<file path="src/rtl/pc_lut_loader.sv">
// Branch-target table (16 entries) filled from a byte stream, with a combinational addr->target lookup.
// Latency: an entry is written on the edge that accepts its high byte; lookups are combinational but read 0 until loaded.
// Backpressure: in_ready is high only in LO/HI; in_valid gaps stall the loader indefinitely with no state change.
module pc_lut_loader #(
    parameter int D = 12,
    parameter int N = 16
) (
    input  logic         clk,
    input  logic         reset_n,
    input  logic         start,
    input  logic         in_valid,
    input  logic [7:0]   in_data,
    output logic         in_ready,
    input  logic [3:0]   addr,
    output logic [D-1:0] target,
    output logic         loaded,
    output logic         busy,
    output logic         err
);

    typedef enum logic [1:0] {
        S_IDLE = 2'd0,
        S_LO   = 2'd1,
        S_HI   = 2'd2,
        S_DONE = 2'd3
    } state_t;

    // Bits of the high byte at or above this position lie outside the target width.
    localparam int          HiShift = D - 8;
    localparam logic [3:0]  LastIdx = 4'(N - 1);

    state_t         state_q, state_d;
    logic [3:0]     idx_q, idx_d;
    logic [7:0]     lo_hold_q, lo_hold_d;
    logic           err_q, err_d;
    logic           wr_en;
    logic [D-1:0]   wr_dat;
    logic [7:0]     hi_over_bits;
    logic [D-1:0]   table_q [N];

    // For D=16 the shift clears every bit, so the overflow check is empty.
    assign hi_over_bits = in_data >> HiShift;
    assign wr_dat       = {in_data[D-9:0], lo_hold_q};

    // Next-state and handshake outputs; defaults hold every register.
    always_comb begin
        state_d   = state_q;
        idx_d     = idx_q;
        lo_hold_d = lo_hold_q;
        err_d     = err_q;
        wr_en     = 1'b0;
        in_ready  = 1'b0;
        busy      = 1'b0;
        loaded    = 1'b0;
        case (state_q)
            S_IDLE: begin
                if (start) begin
                    state_d = S_LO;
                    idx_d   = 4'd0;
                    err_d   = 1'b0;
                end
            end
            S_LO: begin
                in_ready = 1'b1;
                busy     = 1'b1;
                if (in_valid) begin
                    lo_hold_d = in_data;
                    state_d   = S_HI;
                end
            end
            S_HI: begin
                in_ready = 1'b1;
                busy     = 1'b1;
                if (in_valid) begin
                    wr_en = 1'b1;
                    if (|hi_over_bits) begin
                        err_d = 1'b1;
                    end
                    if (idx_q == LastIdx) begin
                        state_d = S_DONE;
                    end else begin
                        idx_d   = idx_q + 4'd1;
                        state_d = S_LO;
                    end
                end
            end
            S_DONE: begin
                loaded = 1'b1;
                if (start) begin
                    state_d = S_LO;
                    idx_d   = 4'd0;
                    err_d   = 1'b0;
                end
            end
            default: begin
                state_d = S_IDLE;
            end
        endcase
    end

    // Control registers; reset returns to IDLE with a clean error flag.
    always_ff @(posedge clk or negedge reset_n) begin
        if (!reset_n) begin
            state_q   <= S_IDLE;
            idx_q     <= 4'd0;
            lo_hold_q <= 8'd0;
            err_q     <= 1'b0;
        end else begin
            state_q   <= state_d;
            idx_q     <= idx_d;
            lo_hold_q <= lo_hold_d;
            err_q     <= err_d;
        end
    end

    // Table storage; reset discards any partial load by zeroing every entry.
    always_ff @(posedge clk or negedge reset_n) begin
        if (!reset_n) begin
            for (int i = 0; i < N; i++) begin
                table_q[i] <= '0;
            end
        end else if (wr_en) begin
            table_q[idx_q] <= wr_dat;
        end
    end

    assign err    = err_q;
    // Lookups are masked until the whole table has been written.
    assign target = loaded ? table_q[addr] : '0;

endmodule

</file>
<file path="config.mk">
export PLATFORM = sky130hd
export DESIGN_NAME = pc_lut_loader
export DESIGN_NICKNAME = d
export VERILOG_FILES = /design/src/rtl/pc_lut_loader.sv
export SDC_FILE = /design/constraint.sdc
export NUM_CORES = 1
export LEC_CHECK = 0
export ABC_AREA = 1
export BUFFER_PORTS_ARGS = -buffer_cell sky130_fd_sc_hd__buf_2
export CORE_ASPECT_RATIO = 1.2
export CORE_MARGIN = 5
export CORE_UTILIZATION = 35
export CTS_CLUSTER_SIZE = 20
export DETAILED_ROUTE_END_ITERATION = 12
export GPL_TIMING_DRIVEN = 0
export SETUP_SLACK_MARGIN = 0.5
export SYNTH_ARGS = -nofsm -noshare
export SYNTH_HDL_FRONTEND = slang
export SYNTH_SLANG_ARGS = --single-unit
</file>
<file path="constraint.sdc">
create_clock -name clk -period 1.9 [get_ports clk]
set_input_delay 0.095 -clock clk [delete_from_list [all_inputs] [get_ports clk]]
set_output_delay 0.095 -clock clk [all_outputs]
set_load 0.005 [all_outputs]
</file>
# Word-level counts from Yosys, hierarchy flattened
# Index checks and enable logic that the tools add are counted.
word_totals:
  word_cells: 69
  regBits: 207
  inputBits: 16
classes:
  n_addsub: 1
  eq_ne: 9
  reduce_logical: 10
  bitwise: 2
  n_lt_le_gt_ge: 3
  mux: 24
op_table:
  columns: ["operator", "n"]
  rows:
  - ["bitwise mux 192 bit", 1]
  - ["binary-select mux 12 bit (select 4 bit)", 1]
  - ["demux 12 bit (select 4 bit)", 1]
  - ["two-way mux 12 bit", 4]
  - ["two-way mux 4 bit", 3]
  - ["greater-or-equal comparator 5 bit (second input constant)", 2]
  - ["NOT 4 -> 5 bit", 2]
  - ["two-way mux 2 bit", 4]
  - ["inequality test 2 bit (second input constant)", 4]
  - ["case mux 4 bit (2 select lines)", 1]
  - ["AND reduction 4 bit", 2]
  - ["two-way mux 1 bit", 7]
  - ["case mux 2 bit (3 select lines)", 1]
  - ["less-than comparator 5 x 1 -> 1 bit (second input constant)", 1]
  - ["adder 4 x 1 -> 4 bit (second input constant)", 1]
  - ["equality test 2 bit (second input constant)", 2]
  - ["equality test 4 bit (second input constant)", 1]
  - ["OR reduction 2 bit", 2]
  - ["OR reduction 4 bit", 1]
  - ["AND reduction 3 bit", 1]
  - ["equality test 2 x 1 -> 1 bit (second input constant)", 1]
  - ["zero test 2 bit", 1]
  - ["inequality test 2 x 1 -> 1 bit (second input constant)", 1]
  - ["case mux 1 bit (2 select lines)", 1]
  - ["3 further kinds", 3]

# Logic depth before layout (Yosys ltp)
logic_depth:
  depth_word: 6
  depth_mapped: 9

# Worst setup path after synthesis
# Ideal clock, no wire load.
synth_path:
  kind: "register to register"
  start: "register state_q[0]"
  end: "register table_q[156] (netlist bit)"
  n_path_buf: 1
  t_required_ps: 1764
  t_arrival_ps: 1341
  path_slack_ps: 423
  synth_period_minus_slack_ps: 1477
  path_stages_with_launch: 9
  path_cell_list: "dfrtp_1 > inv_1 > ha_1 > nand2_2 > nor2_4 > nand2_2 > buf_2 > nand2_1 > o21ai_0"
synth_between:
  elab_chain_len: 2
synth_lines:
  columns: ["item", "line", "rtl"]
  rows:
  - ["start: declaration", "32", "state_t state_q, state_d;"]
  - ["start signal: assignment", "109", "state_q <= state_d;"]
  - ["equality test 2 bit", "55", "case (state_q)"]
  - ["two-way mux 1 bit", "55", null]
  - ["end signal: indexed assignment", "123", "table_q[idx_q] <= wr_dat;"]
  - ["end: declaration", "39", "logic [D-1:0] table_q [N];"]
# Every way passes these cells.
# A chain may end at the register's enable or synchronous reset.

# Worst setup path after layout
layout_path:
  start: "register table_q[10] (netlist bit)"
  end: "output target[10]"
layout_between:
  elab_chain_len: 4
layout_lines:
  columns: ["item", "line", "rtl"]
  rows:
  - ["binary-select mux 12 bit (select 4 bit)", "129", "assign target = loaded ? table_q[addr] : '0;"]
  - ["two-way mux 12 bit (implied by the code) (2 in series)", "129", null]
  - ["two-way mux 12 bit", "129", null]
  - ["end: declaration", "15", "output logic [D-1:0] target,"]
# Every way passes these cells. The select of a mux whose other input is x is not followed.

==> flow_results.xml <==
<?xml version="1.0" encoding="UTF-8"?>
<metrics>
  <group name="timing">
    <metric name="max_slew.worst_pin.slew" unit="ps">996</metric>
    <metric name="finalHoldWorstSlack" unit="ps">9.08</metric>
    <metric name="final_worst_clock_skew" unit="ps">13.5</metric>
    <metric name="slew_headroom" unit="%">33.6</metric>
    <metric name="final_hold_violations" unit="">0</metric>
    <metric name="finalSetupViolCount" unit="">0</metric>
    <metric name="post-route-period-util" unit="%">93.7</metric>
    <metric name="rsz0062_at_grt" unit="">yes</metric>
    <metric name="max_freq" unit="MHz">561</metric>
    <metric name="period_needed" unit="ps">1780</metric>
    <metric name="timing_max_transition_violations_final" unit="">0</metric>
    <metric name="setup_total_negative_slack" unit="ps">0</metric>
  </group>
  <group name="clock_network">
    <metric name="htree_levels" unit="">1</metric>
    <metric name="clk_pin_slew_worst_paths" unit="ps">60</metric>
    <metric name="ctsLongestPathBuffers" unit="">3</metric>
    <metric name="clock_latency" unit="ps">520</metric>
    <metric name="cts_inserted_buffers" unit="">23</metric>
    <metric name="cts_tree" unit="">done</metric>
    <metric name="clock-sinks" unit="">207</metric>
    <metric name="clock_tree.root_cell" unit="">sky130_fd_sc_hd__clkbuf_16</metric>
  </group>
  <group name="critical_path">
    <metric name="setup.worst_path.start_class" unit="">flop</metric>
    <metric name="crit_path_max_incr_delay" unit="ps">350</metric>
    <metric name="cp.required" unit="ps">1800</metric>
    <metric name="critical_path.top_delay_family" unit="">simple AND/OR/NAND/NOR gates</metric>
    <metric name="setup.worst_path.class" unit="">flop to output port</metric>
    <metric name="worst_r2r_startpoint" unit="">state_q[1]</metric>
    <metric name="worst-endpoint-arrival" unit="ps">1690</metric>
    <metric name="crit_path_max_fanout" unit="">2</metric>
    <metric name="critical_path.cell_chain" unit="">nand2_1, nand2_1, nand2_1, nand3_2, nand3_2, a21oi_4, buf_2</metric>
    <metric name="reg2regPathDepth" unit="">9</metric>
    <metric name="r2r_endpoint" unit="">table_q[77]</metric>
    <metric name="critPathSlowestCell" unit="">sky130_fd_sc_hd__dfrtp_1</metric>
    <metric name="path_buf_inv" unit="">1</metric>
    <metric name="regToRegSetupSlack" unit="ps">230</metric>
    <metric name="critPathMostFrequentCell" unit="">sky130_fd_sc_hd__nand2_1</metric>
    <metric name="worstSetupEndpointType" unit="">output port</metric>
  </group>
  <group name="placed_design">
    <metric name="detailed_placement_wirelength_estimate" unit="mm">24.1</metric>
    <metric name="place.port_buffers" unit="">29</metric>
    <metric name="post_dp_cell_area" unit="sq um">10800</metric>
    <metric name="gpl.final_weighted_congestion" unit="">0.949</metric>
  </group>
  <group name="cells_and_area">
    <metric name="layout_overhead_on_the_synthesized_area" unit="%">29.2</metric>
    <metric name="num-nets-final" unit="">1425</metric>
    <metric name="final_util" unit="%">46.1</metric>
    <metric name="fill_cells" unit="">2760</metric>
    <metric name="antennaDiodeCount" unit="">0</metric>
    <metric name="layout-drive-gt1-share" unit="%">24.4</metric>
    <metric name="layout.cell_area.non_filler" unit="sq um">13000</metric>
  </group>
  <group name="drt">
    <metric name="detail_route.wl_per_cell" unit="um">19.9</metric>
    <metric name="dr.pass1.iters" unit="">6</metric>
    <metric name="detail_route.wirelength" unit="mm">35.7</metric>
    <metric name="vias" unit="">9174</metric>
    <metric name="vias_per_cell" unit="">5.11</metric>
    <metric name="post-route-drc-count" unit="">0</metric>
    <metric name="final_antenna_net_count" unit="">0</metric>
    <metric name="drt_iter0_markers" unit="">818</metric>
  </group>
  <group name="floorplanning">
    <metric name="core_region_area" unit="sq um">28100</metric>
    <metric name="overall_die_height" unit="um">195</metric>
    <metric name="initial_core_util" unit="%">35.7</metric>
    <metric name="row_count" unit="">67</metric>
    <metric name="die_width" unit="um">164</metric>
    <metric name="ioPinCount" unit="">32</metric>
    <metric name="dieArea" unit="sq um">32100</metric>
  </group>
  <group name="synth">
    <metric name="ys_top_cells_by_count" unit="">498 x sky130_fd_sc_hd__nand2_1, 207 x sky130_fd_sc_hd__dfrtp_1, 153 x sky130_fd_sc_hd__o21ai_0</metric>
    <metric name="synth_enable_flop_cells" unit="">0</metric>
    <metric name="area_share_of_the_leading_cell_type_in_the_synthesized_netlist" unit="%">51.7</metric>
    <metric name="syn_area_per_cell" unit="sq um">7.68</metric>
    <metric name="ys_top_cells_by_area" unit="">sky130_fd_sc_hd__dfrtp_1 52%, sky130_fd_sc_hd__nand2_1 19%, sky130_fd_sc_hd__o21ai_0 7.6%</metric>
    <metric name="nets_in_the_synthesized_netlist" unit="">1329</metric>
    <metric name="async_flop_share" unit="%">100</metric>
    <metric name="ys_types" unit="">25</metric>
    <metric name="ys_flop_type" unit="">sky130_fd_sc_hd__dfrtp_1</metric>
    <metric name="yosys_warnings" unit="">0</metric>
    <metric name="mappedNetlistArea" unit="sq um">10000</metric>
    <metric name="yosysMostFrequentCell" unit="">sky130_fd_sc_hd__nand2_1</metric>
    <metric name="synth_seq_cells" unit="">207</metric>
    <metric name="yosysTopAreaCell" unit="">sky130_fd_sc_hd__dfrtp_1</metric>
    <metric name="number_of_instances_in_the_synthesized_netlist" unit="">1306</metric>
    <metric name="yosysSeqAreaShare" unit="%">51.7</metric>
  </group>
  <group name="outcome">
    <metric name="outcome" unit="">finished clean</metric>
  </group>
  <group name="global_route">
    <metric name="overflow" unit="">0</metric>
    <metric name="grt_use_total" unit="%">22.0</metric>
    <metric name="first_global_vias" unit="">8930</metric>
    <metric name="global_route_wire_length_before_repair" unit="mm">53.9</metric>
    <metric name="maximum_number_of_pins_on_one_net_before_global_route_repair" unit="">113</metric>
    <metric name="antenna_found_initial" unit="">0</metric>
  </group>
  <group name="worst_hold_path">
    <metric name="timing.hold.worst_path_depth" unit="">4</metric>
    <metric name="worstHoldStart" unit="">in_valid</metric>
    <metric name="worst_hold_path_type" unit="">input pin to flop</metric>
    <metric name="min_to" unit="">lo_hold_q[6]</metric>
  </group>
  <group name="power_and_ir_drop">
    <metric name="power.total" unit="mW">14.6</metric>
    <metric name="leakage" unit="nW">6.22</metric>
    <metric name="power-per-cell-area" unit="nW/um^2">1120</metric>
    <metric name="peakVddDrop" unit="uV">1100</metric>
  </group>
  <group name="run">
    <metric name="cap_viol_max_count" unit="">0</metric>
  </group>
</metrics>
[logic make-up (layout without fill, tap and decap cells)]
group	after synthesis	in the layout	share of synthesized area [%]
AO/OA/AOI/OAI	223	223	11.2
XOR/XNOR	1	1	0.0874
adder cells (fa/ha/maj)	7	7	0.874
buffers and inverters	216	326	9.32
flip-flops	207	207	51.7
AND/OR/NAND/NOR	652	652	26.8
[registers in the layout, summed over array words and instances, names as in the netlist]
name and flops:
lo_hold_q 8, state_q 2, err 1, idx_q 4
table_q 192
[how the worst max path moves through the flow]
stage	endpoint	depth (start not counted)	from	slack, ps
2_1_floorplan	table_q[28]	8	state_q[0]	500
3_3_place_gp	table_q[116]	1	reset_n	-2890
3_5_place_dp	table_q[91]	3	lo_hold_q[7]	60
4_1_cts	target[9]	5	state_q[1]	120
5_1_grt	target[4]	7	table_q[16]	80
6_report	target[10]	7	table_q[10]	120
[worst reg2reg max path, stage by stage (launching register included)]
cell,delay [ps]
sky130_fd_sc_hd__dfrtp_1,390
sky130_fd_sc_hd__buf_4,140
sky130_fd_sc_hd__ha_4,170
sky130_fd_sc_hd__nand2_4,100
sky130_fd_sc_hd__nor2_4,150
sky130_fd_sc_hd__buf_12,140
sky130_fd_sc_hd__nand2_2,110
sky130_fd_sc_hd__buf_6,180
sky130_fd_sc_hd__nand2_1,60
sky130_fd_sc_hd__o21ai_0,90
[stage by stage]
stage	std cells	setup slack [ps]
detailed placement	1715	64.3
global route	1795	84.8
CTS	1773	120
global placement	1714	-2890
finish	1795	119
floorplan	1306	500
[placed cells by master (no fill, tap or decap), types with 6 or more instances in the layout]
cell,instances
sky130_fd_sc_hd__clkbuf_1,12
sky130_fd_sc_hd__o21ai_1,81
sky130_fd_sc_hd__nand3_1,40
sky130_fd_sc_hd__dfrtp_1,205
sky130_fd_sc_hd__buf_6,36
sky130_fd_sc_hd__o21ai_0,121
sky130_fd_sc_hd__dlygate4sd3_1,6
sky130_fd_sc_hd__nand2_1,462
sky130_fd_sc_hd__clkbuf_8,9
sky130_fd_sc_hd__a21oi_4,13
sky130_fd_sc_hd__buf_2,47
sky130_fd_sc_hd__nand2_2,39
sky130_fd_sc_hd__inv_1,122
sky130_fd_sc_hd__nor2_4,6
sky130_fd_sc_hd__clkbuf_2,11
sky130_fd_sc_hd__buf_4,32
sky130_fd_sc_hd__nand2_4,14
sky130_fd_sc_hd__nand3_2,74
sky130_fd_sc_hd__nand3_4,8
sky130_fd_sc_hd__clkbuf_16,25
sky130_fd_sc_hd__buf_12,6
[per-layer routing]
layer	wire length, um	part of all wire [%]	vias to the layer above	GRT usage, %
met1	14800	41	4439	29.7
met2	17100	48	332	36.4
met3	2250	6.3	91	2.80
li1	-	-	4312	-
met5	0	0	-	0
met4	1610	4.5	0	7.86
[repair_timing]
item | 4_1_cts | 5_1_grt
gates cloned | 1 | 6
endpoints found under the setup margin | 221 | 306
gates resized for setup | 112 | 183
buffers inserted | 12 | 16
hold endpoints to repair | 116 | 0
pin swaps | 31 | 57
hold buffers | 6 | 0
[final cells by class]
cell class | instances | area, sq um | share of cell area (%)
Clock inverter | 4 | 70.1 | 0.541
Inverter | 130 | 504 | 3.89
Timing Repair Buffer | 71 | 603 | 4.65
Buffer | 86 | 692 | 5.34
Clock buffer | 35 | 691 | 5.33
Tap cell | 379 | 474 | 3.66
Multi-Input combinational cell | 883 | 4740 | 36.6
Sequential cell | 207 | 5180 | 40.0
[power by group]
group | leakage [nW] | total [mW] | internal (mW) | switching (mW)
clock network | 0.376 | 4.56 | 2.75 | 1.80
logic | 3.03 | 4.45 | 1.57 | 2.88
registers | 2.82 | 5.55 | 5.14 | 0.412
total | 6.22 | 14.6 | 9.46 | 5.09
(Power assumes the default switching activity.)
